### src/rtl/aiken_bcd_display.sv
// Validates 2421 (Aiken) samples from a decade counter, keeps a two-digit BCD count,
// and time-multiplexes it onto an active-low 7-segment display ("EE" on an illegal code).
module aiken_bcd_display #(
  parameter int SCAN_DIV = 50000,
  parameter int CW       = 16
) (
  input  logic       clk,
  input  logic       rst,
  input  logic       in_valid,
  input  logic [3:0] code_in,
  input  logic       clr,
  output logic [3:0] bcd_ones,
  output logic [3:0] bcd_tens,
  output logic       carry_out,
  output logic       code_err,
  output logic [6:0] seg,
  output logic [1:0] an
);

  localparam logic [CW-1:0] SCAN_LAST = CW'(SCAN_DIV - 1);

  // Returns {legal, bcd}; the 2421 codes 0101..1010 are unused by the counter.
  function automatic logic [4:0] decode_2421(input logic [3:0] code);
    logic [4:0] res;
    case (code)
      4'b0000: res = {1'b1, 4'd0};
      4'b0001: res = {1'b1, 4'd1};
      4'b0010: res = {1'b1, 4'd2};
      4'b0011: res = {1'b1, 4'd3};
      4'b0100: res = {1'b1, 4'd4};
      4'b1011: res = {1'b1, 4'd5};
      4'b1100: res = {1'b1, 4'd6};
      4'b1101: res = {1'b1, 4'd7};
      4'b1110: res = {1'b1, 4'd8};
      4'b1111: res = {1'b1, 4'd9};
      default: res = {1'b0, 4'd0};
    endcase
    return res;
  endfunction

  // Active-low {g,f,e,d,c,b,a} pattern for one BCD digit.
  function automatic logic [6:0] seg_of(input logic [3:0] digit);
    logic [6:0] pat;
    case (digit)
      4'd0:    pat = 7'h40;
      4'd1:    pat = 7'h79;
      4'd2:    pat = 7'h24;
      4'd3:    pat = 7'h30;
      4'd4:    pat = 7'h19;
      4'd5:    pat = 7'h12;
      4'd6:    pat = 7'h02;
      4'd7:    pat = 7'h78;
      4'd8:    pat = 7'h00;
      4'd9:    pat = 7'h10;
      default: pat = 7'h06;
    endcase
    return pat;
  endfunction

  logic [3:0]    r_ones;
  logic [3:0]    r_tens;
  logic          r_carry;
  logic          r_err;
  logic [CW-1:0] r_cnt;
  logic          r_sel;

  logic [4:0]    w_dec;
  logic          w_legal;
  logic [3:0]    w_digit;
  logic          w_roll;
  logic [3:0]    w_shown;

  // Decode the incoming sample and detect a 9 -> 0 roll-over of the ones digit.
  always_comb begin
    w_dec   = decode_2421(code_in);
    w_legal = w_dec[4];
    w_digit = w_dec[3:0];
    w_roll  = 1'b0;
    if (in_valid && w_legal && (r_ones == 4'd9) && (w_digit == 4'd0)) begin
      w_roll = 1'b1;
    end else begin
      w_roll = 1'b0;
    end
  end

  // Digit, carry and sticky error state.
  always_ff @(posedge clk or negedge rst) begin
    if (!rst) begin
      r_ones  <= 4'd0;
      r_tens  <= 4'd0;
      r_carry <= 1'b0;
      r_err   <= 1'b0;
    end else if (clr) begin
      r_ones  <= 4'd0;
      r_tens  <= 4'd0;
      r_carry <= 1'b0;
      r_err   <= 1'b0;
    end else begin
      r_carry <= w_roll;
      if (in_valid) begin
        if (w_legal) begin
          r_ones <= w_digit;
          if (w_roll) begin
            r_tens <= (r_tens == 4'd9) ? 4'd0 : r_tens + 4'd1;
          end
        end else begin
          r_err <= 1'b1;
        end
      end
    end
  end

  // Scan divider: sel flips each time the counter wraps from SCAN_DIV-1.
  always_ff @(posedge clk or negedge rst) begin
    if (!rst) begin
      r_cnt <= '0;
      r_sel <= 1'b0;
    end else if (clr) begin
      r_cnt <= '0;
      r_sel <= 1'b0;
    end else if (r_cnt == SCAN_LAST) begin
      r_cnt <= '0;
      r_sel <= ~r_sel;
    end else begin
      r_cnt <= r_cnt + {{(CW-1){1'b0}}, 1'b1};
    end
  end

  // Display drive from registered state only.
  always_comb begin
    w_shown = r_ones;
    an      = 2'b10;
    seg     = 7'h40;
    if (r_sel) begin
      w_shown = r_tens;
      an      = 2'b01;
    end else begin
      w_shown = r_ones;
      an      = 2'b10;
    end
    if (r_err) begin
      seg = 7'h06;
    end else begin
      seg = seg_of(w_shown);
    end
  end

  assign bcd_ones  = r_ones;
  assign bcd_tens  = r_tens;
  assign carry_out = r_carry;
  assign code_err  = r_err;

endmodule
### config.mk
export PLATFORM = sky130hd
export DESIGN_NAME = aiken_bcd_display
export DESIGN_NICKNAME = d
export VERILOG_FILES = /design/src/rtl/aiken_bcd_display.sv
export SDC_FILE = /design/constraint.sdc
export NUM_CORES = 1
export LEC_CHECK = 0
export CAP_MARGIN = 10
export CORE_UTILIZATION = 30
export CTS_BUF_LIST = sky130_fd_sc_hd__clkbuf_8
export DETAILED_ROUTE_END_ITERATION = 8
export GPL_TIMING_DRIVEN = 0
export SYNTH_ARGS = -nofsm -noshare
export SYNTH_HDL_FRONTEND = slang
export SYNTH_SLANG_ARGS = --single-unit
### constraint.sdc
create_clock -name clk -period 5.2 [get_ports clk]
set_input_delay 1.04 -clock clk [delete_from_list [all_inputs] [get_ports clk]]
set_output_delay 1.04 -clock clk [all_outputs]
set_load 0.01 [all_outputs]
=== After elaboration in Yosys (flattened, before gate mapping) ===
Memories as Yosys holds them, arrays and structs flattened.
Index checks and enable logic that the tools add are counted.

* Bits in registers: 27
* Bits in read-only memories: 192
* Bits of input ports: 8
* Word-level logic and storage cells: 46
* Memories kept: 2

{| class="wikitable"
|+ Memories
! name !! words !! bits a word !! read ports !! clocked after Yosys merged registers in !! wr ports !! RTL line !! RTL
|-
| (name not given) || 16 || 7 || 1 || 0 || 0 || 44 || <nowiki>case (digit)</nowiki>
|-
| (name not given) || 16 || 5 || 1 || 0 || 0 || 25 || <nowiki>case (code)</nowiki>
|}

* Add/sub/neg operators: 2
* Equal/unequal tests: 4
* Mux-type cells: 20
* Bitwise operators: 1
* Reduce and logical (&&, ||, !) cells: 11

{| class="wikitable"
|+ Operator list
! operator !! count
|-
| 4-bit two-way mux || 9
|-
| 16-bit two-way mux || 2
|-
| 16-bit by 1-bit adder with 16-bit output (second input constant) || 1
|-
| 16-bit equality test (second input constant) || 1
|-
| 4-bit equality test (second input constant) || 2
|-
| 2-bit nonzero test || 4
|-
| 1-bit two-way mux || 7
|-
| 7-bit two-way mux || 1
|-
| 4-bit by 1-bit adder with 4-bit output (second input constant) || 1
|-
| 4-bit logical NOT || 1
|-
| 2-bit AND reduction || 2
|-
| 1-bit logical AND || 3
|-
| 3-bit AND reduction || 1
|-
| 2-bit two-way mux || 1
|-
| 2-bit != test (second input constant) || 1
|-
| 1-bit NOT || 1
|}

=== Longest topological paths before layout ===
Gate-level depths: netlist of the first run.
An unclocked memory read counts as a cell.

* Depth after elaboration: 9
* Depth in mapped cells: 6
* Depth with buffers taken out: 6

=== Least setup slack after synthesis of the first run ===
No wires, ideal clock.

* Path type: reg-to-output
* From: register r_sel
* To: output port seg[4]
* Arrival time: 1954 ps
* Required time: 4160 ps
* Setup slack: 2206 ps
* Stages on the path, launching flop included: 7
* Buffers on the path: 1
* Path through: dfrtp_1 > clkbuf_1 > mux2i_1 > inv_1 > ha_1 > or3_1 > a21oi_1

* Longest elaborated chain between the ends: 3

{| class="wikitable"
|+ RTL lines
! element !! RTL line !! RTL
|-
| start: declaration || 65 || <nowiki>logic r_sel;</nowiki>
|-
| start signal: assignment || 123 || <nowiki>r_sel <= ~r_sel;</nowiki>
|-
| 4-bit two-way mux || 134 || <nowiki>if (r_sel) begin</nowiki>
|-
| memory read 16 x 7 bit || n/a ||
|-
| 7-bit two-way mux || 141 || <nowiki>if (r_err) begin</nowiki>
|-
| end: declaration || 16 || <nowiki>output logic [6:0] seg,</nowiki>
|}

Every way passes these cells.

=== Worst setup path after layout of the first run ===
Ends and elaborated chain as after synthesis.

==> parameters.txt, run 1 <==
Parameter                              Value

Setup path
  Cell family contributing the most delay on the critical path    buffers and inverters
  Destination of the critical timing path    seg[4]
  Worst setup SP type    register
  Cells on worst reg2reg path    6
  Worst flop-to-flop path endpoint    r_cnt[14]
  Maximum fanout along the worst path    7
  CP Depth    7
  Worst Path Required    about 4200 ps
  Buffers and inverters on the worst path    3
  Minimum setup slack among reg-to-reg paths    3510 ps
  Largest stage delay on the critical path    ~550 ps
  Ordered cell list for the critical path    clkbuf_1, mux2i_1, inv_1, ha_1, or3_1, a21oi_1, clkdlybuf4s50_1
  Worst EP arrival    2990 ps
  Worst setup EP type    primary output
  Crit Reg-Reg Startpoint    r_cnt[0]
  Kind of critical path    reg2out
  Launching element of the worst setup path    r_sel
  CP max-delay cell    sky130_fd_sc_hd__clkdlybuf4s50_1

Logic synthesis
  Cells after synthesis    192
  Number of synthesized register bits    27
  Area fraction in compound gates after synthesis    0.1271
  Synth area leaders    sky130_fd_sc_hd__dfrtp_1 39%, sky130_fd_sc_hd__xnor2_1 6.6%, sky130_fd_sc_hd__ha_1 6.5%
  Total number of yosys warnings    0
  Netlist area before placement    1723 sq um
  Largest family of logic cells by synthesized area    simple AND/OR/NAND/NOR gates
  Synthesized-area fraction occupied by adder cells    0.06536
  Most common library cells after synthesis    27 x sky130_fd_sc_hd__dfrtp_1, 23 x sky130_fd_sc_hd__nor2_1, 16 x sky130_fd_sc_hd__a21oi_1, 13 x sky130_fd_sc_hd__inv_1, 13 x sky130_fd_sc_hd__xnor2_1
  Synth async-reset ratio    1.000
  Number of enable-type register cells in the synthesized netlist    0
  Synth Net Count    between 200 and 250
  Share of the synthesized area in the top cell type    0.3922
  Post-synth cell types    42
  XOR/XNOR Fraction of Synth Area    0.07625
  Sequential element share of the synthesized area    0.3922
  Most used flip-flop cell after synthesis    sky130_fd_sc_hd__dfrtp_1
  Portion of netlist area occupied by mux cells    0.03631
  Count leader, synth    sky130_fd_sc_hd__dfrtp_1
  Post-synthesis share of cell area spent on and, or, nand and nor gates    0.2513
  Library cell occupying the most area in the post-synthesis netlist    sky130_fd_sc_hd__dfrtp_1
  Synth Area per Inst    8.973 sq um

Placement
  Placed Cells incl. Taps    roughly 290
  Post-DP HPWL    about 2.6 mm
  Input/output buffers    24
  RePlAce Congestion    0.7812

Final layout
  Area growth syn-to-layout    21.57%
  Fillers    554
  Antenna diode count    0
  Multi-input gate area    around 960 sq um
  Total area of sequential cells    675.6 sq um
  Share of layout cells above drive strength 1    0.05909
  Post-layout nets    ~240
  Post-route non-filler standard cell count    292

Detailed routing
  Via density per instance    4.962
  Wirelength, routed    about 3.6 mm
  Detail-routed net length per standard cell    12.30 microns
  DRC    0
  Antenna Nets Post-Route    0
  Number of DRC violations after detailed-routing iteration 0    73
  Total number of vias    1449
  Number of detailed-route iterations in the first pass    4

Global routing
  Busiest metal layer after global routing    met2
  Met3 Resource Use GR    0.01529
  GRT Residual Overflow    0
  Overall global routing resource usage    0.1294
  Global routing usage on met2    0.2027
  Maximum number of pins on one net before global-route repair    28
  First-pass GRT wire length    approximately 6.4 mm
  Met1 capacity usage during global routing    0.1843
  Number of global-route vias before repair    1376
  Initial antenna violation count    0

Timing
  Worst relative slew slack    0.6055
  Setup skew after layout    3.233 ps
  Final worst-path cycle share    0.7755
  Accumulated negative setup slack    0 ps
  Final-report hold violation count    0
  Timing-limited maximum frequency    about 250 MHz
  Crit path time final    4032 ps
  Final count of negative-setup-slack endpoints    0
  Measured slew at the worst slew-check pin    591.8 ps
  Number of pins exceeding their max-slew limit in the final report    0
  Setup repair after global routing missed its margin    false

Clocking
  Number of buffers added by the clock tree synthesis step    3
  TritonCTS clock tree    done
  Post-CTS sizing    0
  Bufs on Longest Clock Path    2
  Total of hold buffers inserted after clock tree synthesis    0
  Buffers inserted during post-CTS setup optimization    0
  CTS clk-pin slew, worst paths    ~100 ps
  Clock sink total    27
  Clk Latency, worst-skew pair    270 ps
  Root cell of the clock tree    sky130_fd_sc_hd__clkbuf_8
  H-tree levels    1

Power and ir drop
  LEAKAGE    about 0.00084 uW
  Cell area power density    196.3 nW/um^2
  Worst VDD drop    0.08681 mV

Die
  Height of the die    roughly 78 microns
  Standard-cell rows    27
  Starting Density    0.3129
  Horizontal die dimension    ~80 microns
  Floorplan die area    6050 sq um
  Core footprint    5507 sq um
  I/O pin cnt    27

Outcome
  Outcome    complete, no violations

Worst hold path
  Min-delay worst type    reg2reg

Flow run
  Maxcap violations    0
[sequential cells by signal (all words and copies together) (netlist names)]
register	count
r_sel	1
bcd_tens	4
carry_out	1
r_cnt	16
code_err	1
bcd_ones	4
[cells by family (layout without fill, tap and decap cells)]
family / Yosys count / in the layout
AND/OR/NAND/NOR: 78 / 78
XOR/XNOR: 15 / 15
adder cells (fa/ha/maj): 9 / 9
flip-flops: 27 / 27
multiplexers: 6 / 6
buffers and inverters: 20 / 48
AO/OA/AOI/OAI: 37 / 37
[worst register-to-register path, delay by kind of cell, from the launching register on]
family,cells,cell delay (ps)
flops,1,420
buf+inv,1,260
fa+ha+maj,1,220
simple gates,4,690
[per-layer routing]
| metal | share of wire | vias to the layer above |
|---|---|---|
| met3 | 0.026 | 2 |
| met5 | 0 | - |
| met4 | 0.0058 | 0 |
| li1 | - | 726 |
| met1 | 0.52 | 696 |
| met2 | 0.45 | 25 |
[cell usage in the layout, fill, tap and decap left out, drive strengths merged, types with 3 or more instances in the layout]
cell / instances
dfrtp: 27
nor2: 23
clkdlybuf4s50: 23
a21oi: 16
inv: 13
xnor2: 13
nand2: 10
o21ai: 9
ha: 9
nand2b: 7
nand3: 7
clkbuf: 7
nand4: 6
nor4: 6
mux2i: 4
or3: 4
buf: 4
nor3: 3
[where the power goes]
part | total, uW | switching [uW] | internal (uW)
Combinational | 71.0 | 36.5 | 34.5
Sequential | 220 | 6.04 | 214
Clock | 120 | 66.6 | 53.7
Total | 411 | 109 | 302
[how the worst min path moves through the flow]
stage	from	endpoint	cells past startpoint
finish	r_cnt[0]	r_cnt[0]	1
global route	r_cnt[0]	r_cnt[0]	1
CTS	r_cnt[0]	r_cnt[0]	1
detailed placement	r_cnt[0]	r_cnt[0]	1
global placement	r_cnt[0]	r_cnt[0]	1
floorplan	r_cnt[0]	r_cnt[0]	1
[metrics by stage]
step	utilization	instance area [sq um]	hold slack, ps	total power, uW	setup slack (ps)
floorplan	-	1723	474.4	261.5	2206
global placement	0.3729	2053	509.4	295.8	1449
detailed placement	0.3729	2053	504.8	296.3	1475
CTS	0.3813	2100	518.5	415.6	1162
global route	0.3804	2095	558.1	434.5	953.6
finish	0.3804	2095	512.0	411.1	1168
[final cells by class]
type,instances,share of cell area
clock inverters,1,0.002389
multi-input cells,145,0.4576
plain buffers,7,0.01912
well taps,72,0.04301
clock buffers,3,0.01971
flip-flops and latches,27,0.3226
inverters,13,0.02330
repair buffers,24,0.1123
Note: power is estimated with default switching activity, not from simulation.
==> run 2, diff against run 1 <==
==> constraint.sdc (replaced) <==
create_clock -name clk -period 3.6 [get_ports clk]
set_input_delay 0.72 -clock clk [delete_from_list [all_inputs] [get_ports clk]]
set_output_delay 0.72 -clock clk [all_outputs]
set_load 0.01 [all_outputs]
==> run 2 against run 1 <==
  * Sequential share of layout area stayed put
  * Die area did not move
  * Cell area unchanged
  * Highest routed layer unchanged
  * Routed wire length decreased by 0.78%
  * Largest power group unchanged
  * Largest cell class unchanged
  * Global-route usage decreased by 0.12 points
  * Critical endpoint unchanged
  * Worst hold slack worse by 72 ps
  * Flip-flop and latch count stayed put
  * First-iteration DRC count fell by 4.1%
==> parameters.txt, run 2 (synthesis gave the netlist of run 1 again) <==
Parameter                              Value

Final layout
  Post-layout nets    237
  Total area of sequential cells    about 680 sq um
  Area growth syn-to-layout    21.57%
  Fillers    552
  Antenna diode count    0
  Most frequent cells in the layout    27 x sky130_fd_sc_hd__dfrtp_1, 23 x sky130_fd_sc_hd__nor2_1, 23 x sky130_fd_sc_hd__clkdlybuf4s50_1
  Finished layout cell area    ~2100 sq um
  Share of layout cells above drive strength 1    0.06393
  Most common cell after layout, fill and taps aside    sky130_fd_sc_hd__dfrtp_1
  Post-route non-filler standard cell count    roughly 290
  Core occupancy in the finished layout    0.3804
  Register bank with the most flops    r_cnt
  Number of flip-flops in the largest register    16
  Multi-input gate area    962.2 sq um

Power and ir drop
  Cell area power density    about 280 nW/um^2
  Worst VDD drop    0.1255 mV
  LEAKAGE    ~0.00084 uW
  Total power    between 500 and 600 uW

Timing
  Setup skew after layout    3.136 ps
  Final count of negative-setup-slack endpoints    0
  Setup repair after global routing missed its margin    false
  Final worst-path cycle share    0.9478
  Number of pins exceeding their max-slew limit in the final report    0
  Crit path time final    around 3400 ps
  Accumulated negative setup slack    0 ps
  Worst relative slew slack    0.6054
  Measured slew at the worst slew-check pin    591.9 ps
  Timing-limited maximum frequency    293.1 MHz
  Final-report hold violation count    0

Outcome
  Outcome    complete, no violations

Detailed routing
  Antenna Nets Post-Route    0
  Wirelength, routed    between 3 and 4 mm
  Number of DRC violations after detailed-routing iteration 0    70
  Number of detailed-route iterations in the first pass    4
  Total number of vias    1439
  DRC    0
  Via density per instance    4.945
  Detail-routed net length per standard cell    12.24 microns

Clocking
  TritonCTS clock tree    done
  CTS clk-pin slew, worst paths    approximately 100 ps
  Root cell of the clock tree    sky130_fd_sc_hd__clkbuf_8
  Clk Latency, worst-skew pair    270 ps
  Total of hold buffers inserted after clock tree synthesis    0
  H-tree levels    1
  Clock sink total    27
  Bufs on Longest Clock Path    2
  Number of buffers added by the clock tree synthesis step    3

Setup path
  Worst setup EP type    primary output
  Largest stage delay on the critical path    570 ps
  Worst setup SP type    register
  Cell family contributing the most delay on the critical path    buffers and inverters
  Kind of critical path    reg2out
  Worst Path Required    2880 ps
  Worst EP arrival    2690 ps
  Cells on worst reg2reg path    6
  Ordered cell list for the critical path    mux2i_2, inv_1, ha_1, or3_1, a21oi_1, clkdlybuf4s50_1
  Crit Reg-Reg Startpoint    r_cnt[0]
  Buffers and inverters on the worst path    2
  Minimum setup slack among reg-to-reg paths    1910 ps
  Worst flop-to-flop path endpoint    r_cnt[14]
  Maximum fanout along the worst path    8
  CP max-delay cell    sky130_fd_sc_hd__dfrtp_1

Die
  Horizontal die dimension    77.78 microns
  Standard-cell rows    27
  I/O pin cnt    27
  Starting Density    0.3129
  Floorplan die area    6050 sq um
  Height of the die    77.78 microns
  Core footprint    5507 sq um

Placement
  RePlAce Congestion    0.7812
  Cell Area, Placed    2053 sq um
  Input/output buffers    24
  Placed Cells incl. Taps    288
  Post-DP HPWL    between 2 and 3 mm

Global routing
  Overall global routing resource usage    0.1282
  Initial antenna violation count    0
  GRT Residual Overflow    0
  Number of global-route vias before repair    roughly 1400
  First-pass GRT wire length    6.354 mm
  Maximum number of pins on one net before global-route repair    28

Flow run
  Maxcap violations    0

Worst hold path
  Min-delay worst type    in2async
-- run 2: changes by cell type in the layout (fill, tap and decap cells not counted) --
cell                       previous run  this run
sky130_fd_sc_hd__mux2i_2              0         1
sky130_fd_sc_hd__clkbuf_1             3         2
sky130_fd_sc_hd__mux2i_1              4         3
-- run 2: layout make-up --
class	instances	area share
timing repair buffer	24	0.1123
clock buffer	3	0.01971
buffer	6	0.01732
multi-input combinational	145	0.4594
clock inverter	1	0.002389
sequential	27	0.3226
tap	72	0.04301
inverter	13	0.02330
-- run 2: what timing repair did --
| action | CTS | global route |
|---|---|---|
| endpoints found under the setup margin | 1 | 0 |
| resized for setup | 1 | 0 |
| setup buffers | 0 | 0 |
-- run 2: routing by layer --
metal	wire length, microns	track usage	vias to the layer above
met5	0	0	-
met3	98	0.01529	2
met4	21	0.04151	0
met1	1830	0.1795	687
li1	-	-	725
met2	1612	0.2044	25
-- run 2: worst max-delay path by stage --
stage	start	end	slack, ps	depth (start not counted)
floorplan	r_sel	seg[4]	930	6
global placement	r_sel	seg[4]	170	7
detailed placement	r_sel	seg[4]	200	7
CTS	r_sel	seg[4]	170	6
global route	r_sel	seg[4]	20	6
finish	r_sel	seg[4]	190	6
-- run 2: metrics by stage --
stage	worst slack [ps]	hold WS (ps)
2_1_floorplan	926.2	424.4
3_3_place_gp	168.6	509.4
3_5_place_dp	195.3	504.8
4_1_cts	173.7	518.5
5_1_grt	18.36	492.9
6_report	187.8	440.3
-- run 2: where the power goes --
| part | leakage (uW) | internal, uW | switching [uW] |
|---|---|---|---|
| Clock | 0.0000255 | 77.5 | 96.2 |
| Sequential | 0.000372 | 309 | 8.83 |
| Combinational | 0.000444 | 50.2 | 52.6 |
| Total | 0.000842 | 437 | 158 |
==> run 3, diff against run 2 <==
--- a/config.mk
+++ b/config.mk
@@ -10,6 +10,7 @@
 export CTS_BUF_LIST = sky130_fd_sc_hd__clkbuf_8
 export DETAILED_ROUTE_END_ITERATION = 8
 export GPL_TIMING_DRIVEN = 0
+export SETUP_SLACK_MARGIN = 0.3
 export SYNTH_ARGS = -nofsm -noshare
 export SYNTH_HDL_FRONTEND = slang
 export SYNTH_SLANG_ARGS = --single-unit
==> run 3 against run 2 <==
  * Fmax is 7.6% higher
  * Combinational power barely moved
  * Core utilization increased by 0.57 points
  * Clock power is essentially flat
  * First-iteration DRC count rose by 4.3%
  * Via count is 1.3% higher
  * Routed wire length grew 1.2%
  * Worst hold slack about the same
  * Count of clock-buffer cells in the layout unchanged
  * Critical path depth rose by 1
  * Global-route usage increased by 0.22 points
  * Die area is the same
  * Critical endpoint unchanged
  * Highest routed layer unchanged
==> parameters.txt, run 3 (synthesis gave the netlist of run 1 again) <==
Parameter                              Value

Outcome
  Outcome    complete, no violations

Global routing
  GRT Residual Overflow    0
  First-pass GRT wire length    around 6.4 mm
  Overall global routing resource usage    0.1305
  Number of global-route vias before repair    1382
  Maximum number of pins on one net before global-route repair    28
  Initial antenna violation count    0

Detailed routing
  Number of DRC violations after detailed-routing iteration 0    73
  Number of detailed-route iterations in the first pass    4
  Wirelength, routed    3.604 mm
  Total number of vias    1458
  DRC    0
  Detail-routed net length per standard cell    approximately 12 microns
  Antenna Nets Post-Route    0
  Via density per instance    4.976

Setup path
  Launching element of the worst setup path    r_sel
  CP max-delay cell    sky130_fd_sc_hd__clkdlybuf4s50_1
  Kind of critical path    reg2out
  Maximum fanout along the worst path    7
  Worst setup SP type    register
  Ordered cell list for the critical path    buf_6, mux2i_4, inv_1, ha_1, or3_1, a21oi_1, clkdlybuf4s50_1
  Worst setup EP type    primary output
  Worst Path Required    about 2900 ps
  Crit Reg-Reg Startpoint    r_cnt[0]
  Largest stage delay on the critical path    approximately 550 ps
  Worst EP arrival    around 2500 ps

Timing
  Setup skew after layout    between 3 and 4 ps
  Worst relative slew slack    0.6055
  Final worst-path cycle share    0.8809
  Crit path time final    3171 ps
  Final-report hold violation count    0
  Number of pins exceeding their max-slew limit in the final report    0
  Timing-limited maximum frequency    315.3 MHz
  Final count of negative-setup-slack endpoints    0
  Setup repair after global routing missed its margin    false
  Accumulated negative setup slack    0 ps
  Measured slew at the worst slew-check pin    slightly below 600 ps

Clocking
  H-tree levels    1
  Root cell of the clock tree    sky130_fd_sc_hd__clkbuf_8
  Total of hold buffers inserted after clock tree synthesis    0
  Clk Latency, worst-skew pair    270 ps
  Number of buffers added by the clock tree synthesis step    3
  Clock sink total    27
  CTS clk-pin slew, worst paths    approximately 100 ps
  TritonCTS clock tree    done
  Bufs on Longest Clock Path    2

Final layout
  Antenna diode count    0
  Share of layout cells above drive strength 1    0.07692
  Register bank with the most flops    r_cnt
  Finished layout cell area    2126 sq um
  Post-layout nets    239
  Number of flip-flops in the largest register    16
  Most common cell after layout, fill and taps aside    sky130_fd_sc_hd__dfrtp_1
  Area growth syn-to-layout    23.38%
  Most frequent cells in the layout    27 x sky130_fd_sc_hd__dfrtp_1, 23 x sky130_fd_sc_hd__nor2_1, 23 x sky130_fd_sc_hd__clkdlybuf4s50_1

Power and ir drop
  Share of total power in the clock network    0.291
  LEAKAGE    ~0.00085 uW
  Register share of total power    0.533
  Cell area power density    280.9 nW/um^2
  Total power    597.1 uW
  Portion of total power attributed to combinational logic    0.176
  Worst VDD drop    0.1256 mV
  Internal power    ~440 uW
  Switching share of total power    0.2656
  NetSw    around 160 uW

Placement
  RePlAce Congestion    0.7812
  Cell Area, Placed    between 2000 and 2500 sq um
  Input/output buffers    24
  Post-DP HPWL    2.625 mm

Die
  Floorplan die area    a little over 6000 sq um
  Starting Density    0.3129
  Height of the die    77.78 microns
  Standard-cell rows    27
  Core footprint    5507 sq um
  I/O pin cnt    27
  Horizontal die dimension    between 70 and 80 microns

Flow run
  Maxcap violations    0

Worst hold path
  Min-delay worst type    in2async
run 3: final cells by class:
class | instances | area, sq um
fill | 547 | 3381
multi-input combinational | 145 | 974.7
sequential | 27 | 675.6
timing repair buffer | 25 | 242.7
tap | 72 | 90.09
inverter | 13 | 48.80
buffer | 7 | 47.55
clock buffer | 3 | 41.29
clock inverter | 1 | 5.005
run 3: power by group through the flow:
stage | Combinational (uW) | Clock [uW] | Sequential, uW
finish | 105 | 174 | 318
global route | 118 | 193 | 320
CTS | 107 | 178 | 318
detailed placement | 104 | 0 | 324
global placement | 104 | 0 | 324
floorplan | 54.9 | 0 | 323
run 3: final timing paths:
check	to	slack (ps)	cells past startpoint
setup / recovery	seg[4]	430	7
hold / removal	r_cnt[8]	440	1
setup reg to reg	r_cnt[14]	1910	6
hold reg to reg	r_cnt[0]	510	1
max in group asynchronous	bcd_tens[1]	2770	1
min in group clk	r_cnt[0]	510	1
run 3: per-stage QoR:
step	worst slack, ps	cells	util	hold WS [ps]
2_1_floorplan	926.2	192	-	424.4
3_3_place_gp	168.6	288	0.3729	509.4
3_5_place_dp	195.3	288	0.3729	504.8
4_1_cts	331.4	293	0.3856	518.5
5_1_grt	288.0	293	0.3860	492.9
6_report	428.7	293	0.3860	440.1
run 3: what timing repair did:
item | CTS | global route
setup endpoints to repair | 4 | 3
cloned | 0 | 0
pin swaps | 0 | 0
resized for setup | 4 | 3
buffers inserted | 1 | 0
run 3: per-layer routing:
layer | GRT usage | vias to the layer above | share of wire
met5 | 0 | - | 0
met4 | 0.04151 | 0 | 0.0058
met3 | 0.01529 | 2 | 0.025
met2 | 0.2053 | 25 | 0.46
met1 | 0.1852 | 700 | 0.51
li1 | - | 731 | -
run 3: critical path: cells and delay by family, from the launching register on:
family	cells	cell delay, ps
DFF	1	400
buffers and inverters	3	820
and+or+nand+nor	1	360
AOI/OAI and AO/OA	1	160
adders and majority gates	1	200
muxes	1	250
